### src/rtl/alloc144_pkg.sv
// Shared types and constants for the 144-entry free-list allocator.
package alloc144_pkg;

  typedef logic [7:0] entry_id_t;

  localparam int        NENT     = 144;
  localparam entry_id_t NENT_ID  = 8'd144;
  localparam entry_id_t ENT_NONE = 8'd255;

  typedef enum logic {
    OS_EMPTY = 1'b0,
    OS_FULL  = 1'b1
  } os_state_t;

  // True when an id addresses a real pool entry.
  function automatic logic id_in_range(input entry_id_t id);
    return id < NENT_ID;
  endfunction

endpackage

### src/rtl/free_alloc144_flo144.sv
// flo144: 144-bit priority encoder returning the lowest-numbered set bit,
// or ENT_NONE (255) when no bit is set.
import alloc144_pkg::*;

module flo144 (
  input  logic [NENT-1:0] vec_i,
  output entry_id_t       idx_o
);

  // Scan from the top down so the last hit written is the lowest set bit.
  always_comb begin
    idx_o = ENT_NONE;
    for (int i = NENT - 1; i >= 0; i--) begin
      if (vec_i[i]) begin
        idx_o = entry_id_t'(i);
      end
    end
  end

endmodule

### src/rtl/free_alloc144.sv
// free_alloc144: free-list allocator for a 144-entry pool. One registered
// allocation port (valid/ready) always offering the lowest free entry, and
// two release ports per cycle with illegal-release detection.
// Optional low-water-mark output enabled by FREE_ALLOC144_LWM_EN.
import alloc144_pkg::*;

module free_alloc144 #(
  parameter int RSVD = 0
) (
  input  logic       clk,
  input  logic       rst,
  output logic       alloc_vld,
  input  logic       alloc_rdy,
  output logic [7:0] alloc_id,
  input  logic       free0_v,
  input  logic [7:0] free0_id,
  input  logic       free1_v,
  input  logic [7:0] free1_id,
  output logic [7:0] free_cnt,
  output logic       err,
  output logic       empty
`ifdef FREE_ALLOC144_LWM_EN
  ,
  output logic [7:0] lwm
`endif
);

  localparam entry_id_t CNT_RST = entry_id_t'(NENT - RSVD);

  os_state_t       state_q, state_d;
  entry_id_t       id_q, id_d;
  logic [NENT-1:0] map_q, map_d;
  entry_id_t       cnt_q, cnt_d;
  logic            err_q, err_d;

  logic [NENT-1:0] map_rst;
  entry_id_t       enc_id;
  logic            xfer, load;
  logic            held0, held1, ok0, ok1, bad_rel;

  // Reserved low entries start allocated; everything else starts free.
  for (genvar gi = 0; gi < NENT; gi++) begin : g_map_rst
    assign map_rst[gi] = (gi >= RSVD);
  end

  flo144 u_flo (
    .vec_i (map_q),
    .idx_o (enc_id)
  );

  // The entry sitting in the output register counts as held, not free, so
  // releasing it (even during its own transfer) is illegal. A second release
  // of the same id in the same cycle is a double free.
  assign xfer    = (state_q == OS_FULL) && alloc_rdy;
  assign load    = (state_q == OS_EMPTY) || xfer;
  assign held0   = (state_q == OS_FULL) && (free0_id == id_q);
  assign held1   = (state_q == OS_FULL) && (free1_id == id_q);
  assign ok0     = free0_v && id_in_range(free0_id) && !map_q[free0_id] && !held0;
  assign ok1     = free1_v && id_in_range(free1_id) && !map_q[free1_id] && !held1
                   && !(free0_v && (free0_id == free1_id));
  assign bad_rel = (free0_v && !ok0) || (free1_v && !ok1);

  // Next state: output-stage reload from the pre-edge map, releases, count, error.
  always_comb begin
    state_d = state_q;
    id_d    = id_q;
    map_d   = map_q;
    cnt_d   = cnt_q;
    err_d   = err_q;

    if (load) begin
      if (enc_id != ENT_NONE) begin
        id_d          = enc_id;
        map_d[enc_id] = 1'b0;
        state_d       = OS_FULL;
      end else begin
        id_d    = ENT_NONE;
        state_d = OS_EMPTY;
      end
    end

    // A legal release never targets the encoder pick (its map bit is 0 here).
    if (ok0) begin
      map_d[free0_id] = 1'b1;
    end
    if (ok1) begin
      map_d[free1_id] = 1'b1;
    end

    cnt_d = cnt_q + {7'd0, ok0} + {7'd0, ok1} - {7'd0, xfer};

    if (bad_rel) begin
      err_d = 1'b1;
    end
  end

  // State registers with synchronous reset overriding any same-cycle activity.
  always_ff @(posedge clk) begin
    if (rst) begin
      state_q <= OS_EMPTY;
      id_q    <= ENT_NONE;
      map_q   <= map_rst;
      cnt_q   <= CNT_RST;
      err_q   <= 1'b0;
    end else begin
      state_q <= state_d;
      id_q    <= id_d;
      map_q   <= map_d;
      cnt_q   <= cnt_d;
      err_q   <= err_d;
    end
  end

`ifdef FREE_ALLOC144_LWM_EN
  entry_id_t lwm_q;

  // Track the minimum free count; follows one cycle behind free_cnt.
  always_ff @(posedge clk) begin
    if (rst) begin
      lwm_q <= CNT_RST;
    end else if (cnt_q < lwm_q) begin
      lwm_q <= cnt_q;
    end
  end

  assign lwm = lwm_q;
`endif

  assign alloc_vld = (state_q == OS_FULL);
  assign alloc_id  = id_q;
  assign free_cnt  = cnt_q;
  assign err       = err_q;
  assign empty     = (cnt_q == 8'd0);

endmodule

### config.mk
export PLATFORM = sky130hd
export DESIGN_NAME = free_alloc144
export DESIGN_NICKNAME = d
export VERILOG_FILES = /design/src/rtl/alloc144_pkg.sv /design/src/rtl/free_alloc144_flo144.sv /design/src/rtl/free_alloc144.sv
export SDC_FILE = /design/constraint.sdc
export NUM_CORES = 1
export LEC_CHECK = 0
export CORE_MARGIN = 1
export CORE_UTILIZATION = 45
export DETAILED_ROUTE_END_ITERATION = 16
export PLACE_DENSITY = 0.6
export SETUP_SLACK_MARGIN = 0.5
export SYNTH_ARGS = -nofsm -noshare
export SYNTH_HDL_FRONTEND = slang
export SYNTH_SLANG_ARGS = --single-unit
### constraint.sdc
create_clock -name clk -period 5.2 [get_ports clk]
set_input_delay 1.04 -clock clk [delete_from_list [all_inputs] [get_ports clk]]
set_output_delay 1.04 -clock clk [all_outputs]
set_load 0.05 [all_outputs]
==> qor.csv <==
metric,value,unit
synth_top_cell_area_share,24.43,%
rr_endpoint,map_q[18]$_SDFF_PP1_,
slew_headroom,6.074,%
p_sw_share,33.30,%
yosys_warnings,0,
stdcell_area,15200,um^2
syn_inst,1660,
die_w,173.8,um
cts_tree,done,
fin_cells,2067,
power_frac_clock,40.0,%
critPathRequiredTime,5.54,ns
fin_crit_sh,87.69,%
synth_fp_nets,1693,
layout.area.seq,3243,um^2
synthTopCellsByArea,"dfxtp_1 (24%), mux4_2 (7.6%), a21oi_1 (6.0%)",
clkTransAtPathRegs,0.07,ns
clock_latency,0.46,ns
drc,0,
p_switching,1.193,mW
setup_tns,0,ns
cp.arrival,4.90,ns
place_congestion,1.137,
period_minus_slack,4.560,ns
p_seq_share,36.5,%
cp_slowest_stage_delay,0.88,ns
vias,16200,
setup_viol,0,
antenna_found_initial,2,
cap_violations,0,
final_hold_viol_count,0,
totalWireLength,75100,um
drt-initial-drc-count,2674,
place_area,14550,um^2
reg2reg_from,map_q[65]$_SDFF_PP1_,
syn-cell-area,13280,um^2
critPathMaxFanout,27,
cp-start-kind,flip-flop,
yosysSeqAreaShare,24.43,%
nFillCells,2803,
critPathCapture,map_q[18]$_SDFF_PP1_,
leakage,5.232,nW
cpMaxStageDelayCell,a2111oi_0,
power_density,235.6,nW/um^2
total_power,3.581,mW
cts_hold_buf,0,
syn_area_per_cell,7.997,um^2
ys_ff_latch,162,
fmax,219.3,MHz
dpl.hpwl,52670,um
p_int,2.389,mW
combinationalPowerShare,23.5,%
drive_gt1_share,13.50,%
crit_chain,"or4_1, a2111oi_0, nand4_1, a31oi_1, or2_2, buf_4, o2111ai_1, a221o_1",
die-area,30190,um^2
pin_count,40,
hold_class,reg2reg,
grt_first_pass_wirelength,107100,um
dp_cells,2033,
row_count,62,
synth_edf_count,0,
maxSlewViolCount,0,
synth_top_area_cell,dfxtp_1,
io_buffers,39,
track_usage,49.04,%
detail_route.wl_per_cell,36.33,um
viasPerCell,7.839,
async_reset_ff_share,0,%
status,completed,
ant_nets,0,
start_util,46.00,%
cts.sinks,162,
grt_max_degree,109,
rrSetupSlack,0.64,ns
skew,0.01358,ns
tightest_slew,1.398,ns
ir_drop,0.2242,mV
first_global_vias,14860,
final_nets,1701,
firstDrtPassIters,7,
synth_ff_type,dfxtp_1,
overflow,0,
area_growth,14.49,%
cts_max_path_buffers,2,
h-tree-depth,4,
cts_buffers,17,
multi_input_area,9250,um^2
crit_type,reg2reg,
crit_start,map_q[65]$_SDFF_PP1_,
grt_setup_unrepaired,true,
clockRootBuffer,clkbuf_16,
r2r_cells,8,
setup.worst_path.end_class,flip-flop,
core-area,28860,um^2
synth_cell_types,79,
die_h,173.8,um
## worst max-delay path: cells and delay by family (launching register included)
kind / cells / cell delay [ns]
AO/OA/AOI/OAI: 4 / 2.29
buffers and inverters: 1 / 0.41
AND/OR/NAND/NOR: 3 / 1.33
flip-flops: 1 / 0.39
## logic make-up after synthesis
kind of cell,Yosys count,share of synthesized area [%]
adders and majority gates,12,1.244
AOI/OAI and AO/OA,578,31.58
xor gates and xnor gates,28,1.847
and+or+nand+nor,550,22.24
buffers and inverters,231,6.937
muxes,99,11.72
DFF,162,24.43
## power groups by stage
| stage | combinational (mW) | sequential [mW] | clock, mW |
|---|---|---|---|
| 4_1_cts | 0.812 | 1.31 | 1.43 |
| 3_5_place_dp | 0.809 | 1.33 | 0 |
| 6_report | 0.843 | 1.31 | 1.43 |
| 5_1_grt | 0.875 | 1.31 | 1.48 |
| 3_3_place_gp | 0.805 | 1.33 | 0 |
| 2_1_floorplan | 0.421 | 1.42 | 0 |
## Yosys cell counts (4+ instances only)
cell and instances:
or3_1 9, and2_1 10, buf_1 19, nor4b_1 27, dfxtp_1 162, a211oi_1 12
o21a_1 6, nor2_1 106, and3b_1 4, o41ai_1 71, o31a_1 4, clkbuf_1 114
and3_1 7, o21bai_1 4, mux2i_1 53, nand2_1 121, inv_1 73, buf_2 18
o21ai_0 41, nor3b_1 4, nand4_1 27, mux4_2 45, xor2_1 17, o31ai_1 13
a41o_1 5, xnor2_1 11, a21oi_1 160, nand3_1 32, nor2b_1 26, a311oi_1 4
nor3_1 47, a221oi_1 7, o2111ai_1 17, nand2b_1 23, o211ai_1 93, a221o_1 44
o311ai_0 7, a2111oi_0 6, nor4_1 65, or4_1 15, a22oi_1 21, ha_1 10
o221ai_1 30, or2_2 6, a211o_1 4
## how the worst min path moves through the flow
stage / endpoint / depth (start not counted) / slack (ns) / startpoint
3_3_place_gp: err$_SDFFE_PP0P_ / 1 / 0.48 / err$_SDFFE_PP0P_
5_1_grt: err$_SDFFE_PP0P_ / 1 / 0.55 / err$_SDFFE_PP0P_
6_report: err$_SDFFE_PP0P_ / 1 / 0.52 / err$_SDFFE_PP0P_
2_1_floorplan: map_q[8]$_SDFF_PP1_ / 2 / 0.50 / map_q[8]$_SDFF_PP1_
4_1_cts: err$_SDFFE_PP0P_ / 1 / 0.52 / err$_SDFFE_PP0P_
3_5_place_dp: err$_SDFFE_PP0P_ / 1 / 0.50 / err$_SDFFE_PP0P_
## metal layers
| layer | vias up | part of all wire [%] | wire, um | GRT usage, % |
|---|---|---|---|---|
| met5 | - | 0 | 0 | 0 |
| met4 | 0 | 8.8 | 6604 | 35.45 |
| met3 | 358 | 15 | 11640 | 19.93 |
| met2 | 1427 | 40 | 29680 | 67.30 |
| met1 | 7817 | 36 | 27180 | 61.49 |
| li1 | 6602 | - | - | - |
## timing repair
item / 4_1_cts / 5_1_grt
setup buffers: 0 / 0
setup endpoints to repair: 0 / 3
gates resized for setup: 0 / 5
## layout make-up
class / count / area share (%)
Sequential cell: 162 / 21.34
Multi-Input combinational cell: 1267 / 60.86
Inverter: 74 / 1.828
Timing Repair Buffer: 146 / 8.595
Clock inverter: 11 / 1.153
Tap cell: 384 / 3.161
Clock buffer: 21 / 3.030
Antenna cell: 2 / 0.03293
## placed cells by master, fill, tap and decap left out, drive strengths merged, types with 11 or more instances in the layout
master,count
a21oi,160
clkdlybuf4s50,33
nor2b,26
a22oi,21
a221o,44
nand4,28
mux4,45
xor2,17
o211ai,93
o2111ai,17
nand3,32
o21ai,41
xnor2,11
buf,111
o41ai,71
nor2,106
mux2i,53
or4,16
nor4,66
dfxtp,162
o221ai,30
a211oi,12
nor3,48
nor4b,27
and2,11
clkbuf,22
nand2,121
inv,75
o31ai,13
nand2b,23
## metrics by stage
| stage | setup slack, ns | utilization, % | hold WS, ns |
|---|---|---|---|
| 2_1_floorplan | 0.4962 | - | 0.5017 |
| 3_3_place_gp | 0.1968 | 50.42 | 0.4808 |
| 3_5_place_dp | 0.1686 | 50.42 | 0.4984 |
| 4_1_cts | 0.6028 | 52.63 | 0.5182 |
| 5_1_grt | 0.4724 | 52.65 | 0.5501 |
| 6_report | 0.6399 | 52.67 | 0.5214 |
## flip-flops by register name (all words and copies together), names as in the netlist
register and count:
map_q 144, alloc_vld 1, err 1, alloc_id 8, free_cnt 8
Note: power is estimated with default switching activity, not from simulation.
==> variant, RTL diff (same flow settings) <==
The option `FREE_ALLOC144_LWM_EN` is turned on by a define.
--- a/src/rtl/free_alloc144.sv
+++ b/src/rtl/free_alloc144.sv
@@ -3,4 +3,6 @@
 // two release ports per cycle with illegal-release detection.
 // Optional low-water-mark output enabled by FREE_ALLOC144_LWM_EN.
+`define FREE_ALLOC144_LWM_EN
+
 import alloc144_pkg::*;
 
Check against the original RTL (old outputs only; new: lwm): no difference found for any inputs over 4 cycles, from zero or initial values and one cycle with rst high; that may be too few to reach the edited logic, so the function may still have changed.
==> variant against the original RTL <==
  * Design area is 2.8% higher
  * Die area is 1.2% higher
  * Worst setup slack better by 0.049 ns
  * Count of clock-buffer cells in the layout stayed put
  * Wire length is 1.8% lower
  * Sequential power is 8% higher
  * Sequential cell count is 8 higher
  * Synthesized area is 1.2% higher
  * First-iteration DRC count is 5.1% higher
  * Via count is 0.77% lower
  * Synthesized cell count is 0.90% higher
  * Total power is 13% higher
==> variant: results (changes against the original RTL) <==
- Max incr delay on CP: 0.52 ns (was 0.88 ns)
- PortBufs: 47 (was 39)
- Synth top cells by count: dfxtp_1 (170), a21oi_1 (162), clkbuf_1 (119) (was dfxtp_1 (162), a21oi_1 (160), nand2_1 (121))
- Setup slack, reg-to-reg: 0.87 ns (was 0.64 ns)
- Crit path max-delay family: compound AO/OA/AOI/OAI gates (unchanged)
- Vias in the first global route: 14400 (was 14900)
- Status: finished clean (unchanged)
- Arr. time, crit path: 4.83 ns (was 4.90 ns)
- Synth Net Count: 1715 (was 1693)
- Worst r2r src: map_q[19]$_SDFF_PP1_ (was map_q[65]$_SDFF_PP1_)
- Lkg Pwr: 5.28 nW (was 5.23 nW)
- Vias: 16100 (was 16200)
- Crit. Startpoint: free0_id[1] (was map_q[65]$_SDFF_PP1_)
- First DRT Iteration DRCs: 2811 (was 2674)
- Hold Crit Class: flip-flop to flip-flop (unchanged)
- Overall Global Routing Usage: 47.8% (was 49.0%)
- Kind of critical path: input port to flip-flop (was flip-flop to flip-flop)
- DRT Pass-1 Iters: 9 (was 7)
- R2R depth: 10 (was 8)
- Clock skew: 0.0162 ns (was 0.0136 ns)
- Largest net degree at the start of global routing: 98 (was 109)
- Clk slew on worst S/H paths: ~0.060 ns
- Worst setup path endpoint: free_cnt[6]$_SDFF_PP0_ (was map_q[18]$_SDFF_PP1_)
- Syn avg cell area: 8.02 sq um (was 8.00 sq um)
- Synth unique cells: 70 (was 79)
- Hpwl dp: 53300 microns (was 52700 microns)
- H-tree Lvls: 4 (unchanged)
- RR Endpoint: map_q[45]$_SDFF_PP1_ (was map_q[18]$_SDFF_PP1_)
- Number of flip-flops in the largest register: 144 (unchanged)
- Worst Hold Depth: 1 (unchanged)
- First-pass GRT wire length: 105000 microns (was 107000 microns)
- Nets@finish: 1753 (was 1701)
- Share of layout cells above drive strength 1: 15.8% (was 13.5%)
- Final Non-Filler Cells: 2110 (was 2067)
- Routability cong.: 1.11 (was 1.14)
- Clock Tree Buf Depth: 2 (unchanged)
- Wire per inst: 35.0 microns (was 36.3 microns)
- Top reg by flops: map_q (unchanged)
- Sequential area share after synthesis: 25.3% (was 24.4%)
- CP Max Fanout: 11 (was 27)
- Least-Margin Pin Slew: 1.36 ns (was 1.40 ns)
- Initial antenna violation count: 3 (was 2)
- Async set-reset flop share out of synthesis: 0% (unchanged)
- VDD IR-drop max: 0.000390 V (was 0.000224 V)
- Synth top area cells: dfxtp_1 (25%), mux4_2 (9.2%), a21oi_1 (6.0%) (was dfxtp_1 (24%), mux4_2 (7.6%), a21oi_1 (6.0%))
- Clk Latency, worst-skew pair: 0.48 ns (was 0.46 ns)
- Worst hold start: lwm[4]$_SDFFE_PP1N_ (was err$_SDFFE_PP0P_)
- Slowest CP cell: mux4_2 (was a2111oi_0)
-- variant: cell count changes in the layout (fill, tap and decap cells not counted), moves of 11 or more --
cell | unedited run | this run
a221oi_1 | 7 | 39
o31ai_1 | 13 | 89
o2111ai_1 | 17 | 6
o41ai_1 | 71 | 7
o211ai_1 | 93 | 72
nor2_1 | 96 | 107
o21ai_0 | 38 | 60
buf_4 | 100 | 118
nor3_1 | 45 | 70
a221o_1 | 44 | 16
mux2i_1 | 53 | 40
nand2_1 | 121 | 88
nor4b_1 | 27 | 1
-- variant: layer usage --
layer  track usage [%]  part of all wire (%)
met1              61.8                    37
met2              63.6                    38
met3              21.0                    16
met4              31.6                   8.0
met5                 0                 0.020
-- variant: cells by family after synthesis --
logic type               Yosys count  synth area share (%)
buffers and inverters            221                  6.54
XOR/XNOR                          29                  1.89
multiplexers                      99                  12.5
AND/OR/NAND/NOR                  533                  20.8
adder cells (fa/ha/maj)           19                  1.88
AO/OA/AOI/OAI                    604                  31.1
flip-flops                       170                  25.3
-- variant: layout make-up --
class	instances	area [sq um]
repair buffers	174	1540
inverters	66	248
diodes	1	2.50
well taps	384	480
clock buffers	21	460
multi-input cells	1284	9330
flip-flops and latches	170	3400
fillers	2746	13400
clock inverters	10	165
-- variant: worst min-delay path by stage --
stage	to	slack, ns
4_1_cts	map_q[143]$_SDFF_PP1_	0.49
6_report	lwm[4]$_SDFFE_PP1N_	0.49
5_1_grt	lwm[4]$_SDFFE_PP1N_	0.52
3_3_place_gp	lwm[4]$_SDFFE_PP1N_	0.48
2_1_floorplan	map_q[143]$_SDFF_PP1_	0.45
3_5_place_dp	lwm[4]$_SDFFE_PP1N_	0.48
-- variant: report_power, final --
group	switching [mW]	internal, mW	leakage [nW]
clock	0.622	0.830	0.296
sequential	0.0588	1.36	1.38
combinational	0.731	0.439	3.60
total	1.41	2.63	5.28
-- variant: worst register-to-register path, stage by stage, from the launching register on --
cell,delay [ns]
dfxtp_1,0.43
inv_1,0.12
a2111oi_0,0.54
buf_4,0.24
o211ai_1,0.16
o2111ai_1,0.49
nor3_1,0.21
o21ai_1,0.53
a21oi_2,0.43
or3_1,0.64
a221o_1,0.41
-- variant: timing repair --
| action | CTS | global route |
|---|---|---|
| resized for setup | 0 | 26 |
| endpoints found under the hold margin | 0 | 0 |
| endpoints found under the setup margin | 0 | 3 |
| setup buffers | 0 | 6 |
-- variant: per-stage QoR --
step                      instance area, sq um  hold WS, ns  setup WS [ns]
after global routing                     15600        0.521          0.496
after global placement                   14800        0.479         0.0270
after floorplan                          13500        0.454          0.522
after detailed placement                 14800        0.476         0.0101
after CTS                                15500        0.493          0.508
final                                    15600        0.490          0.689
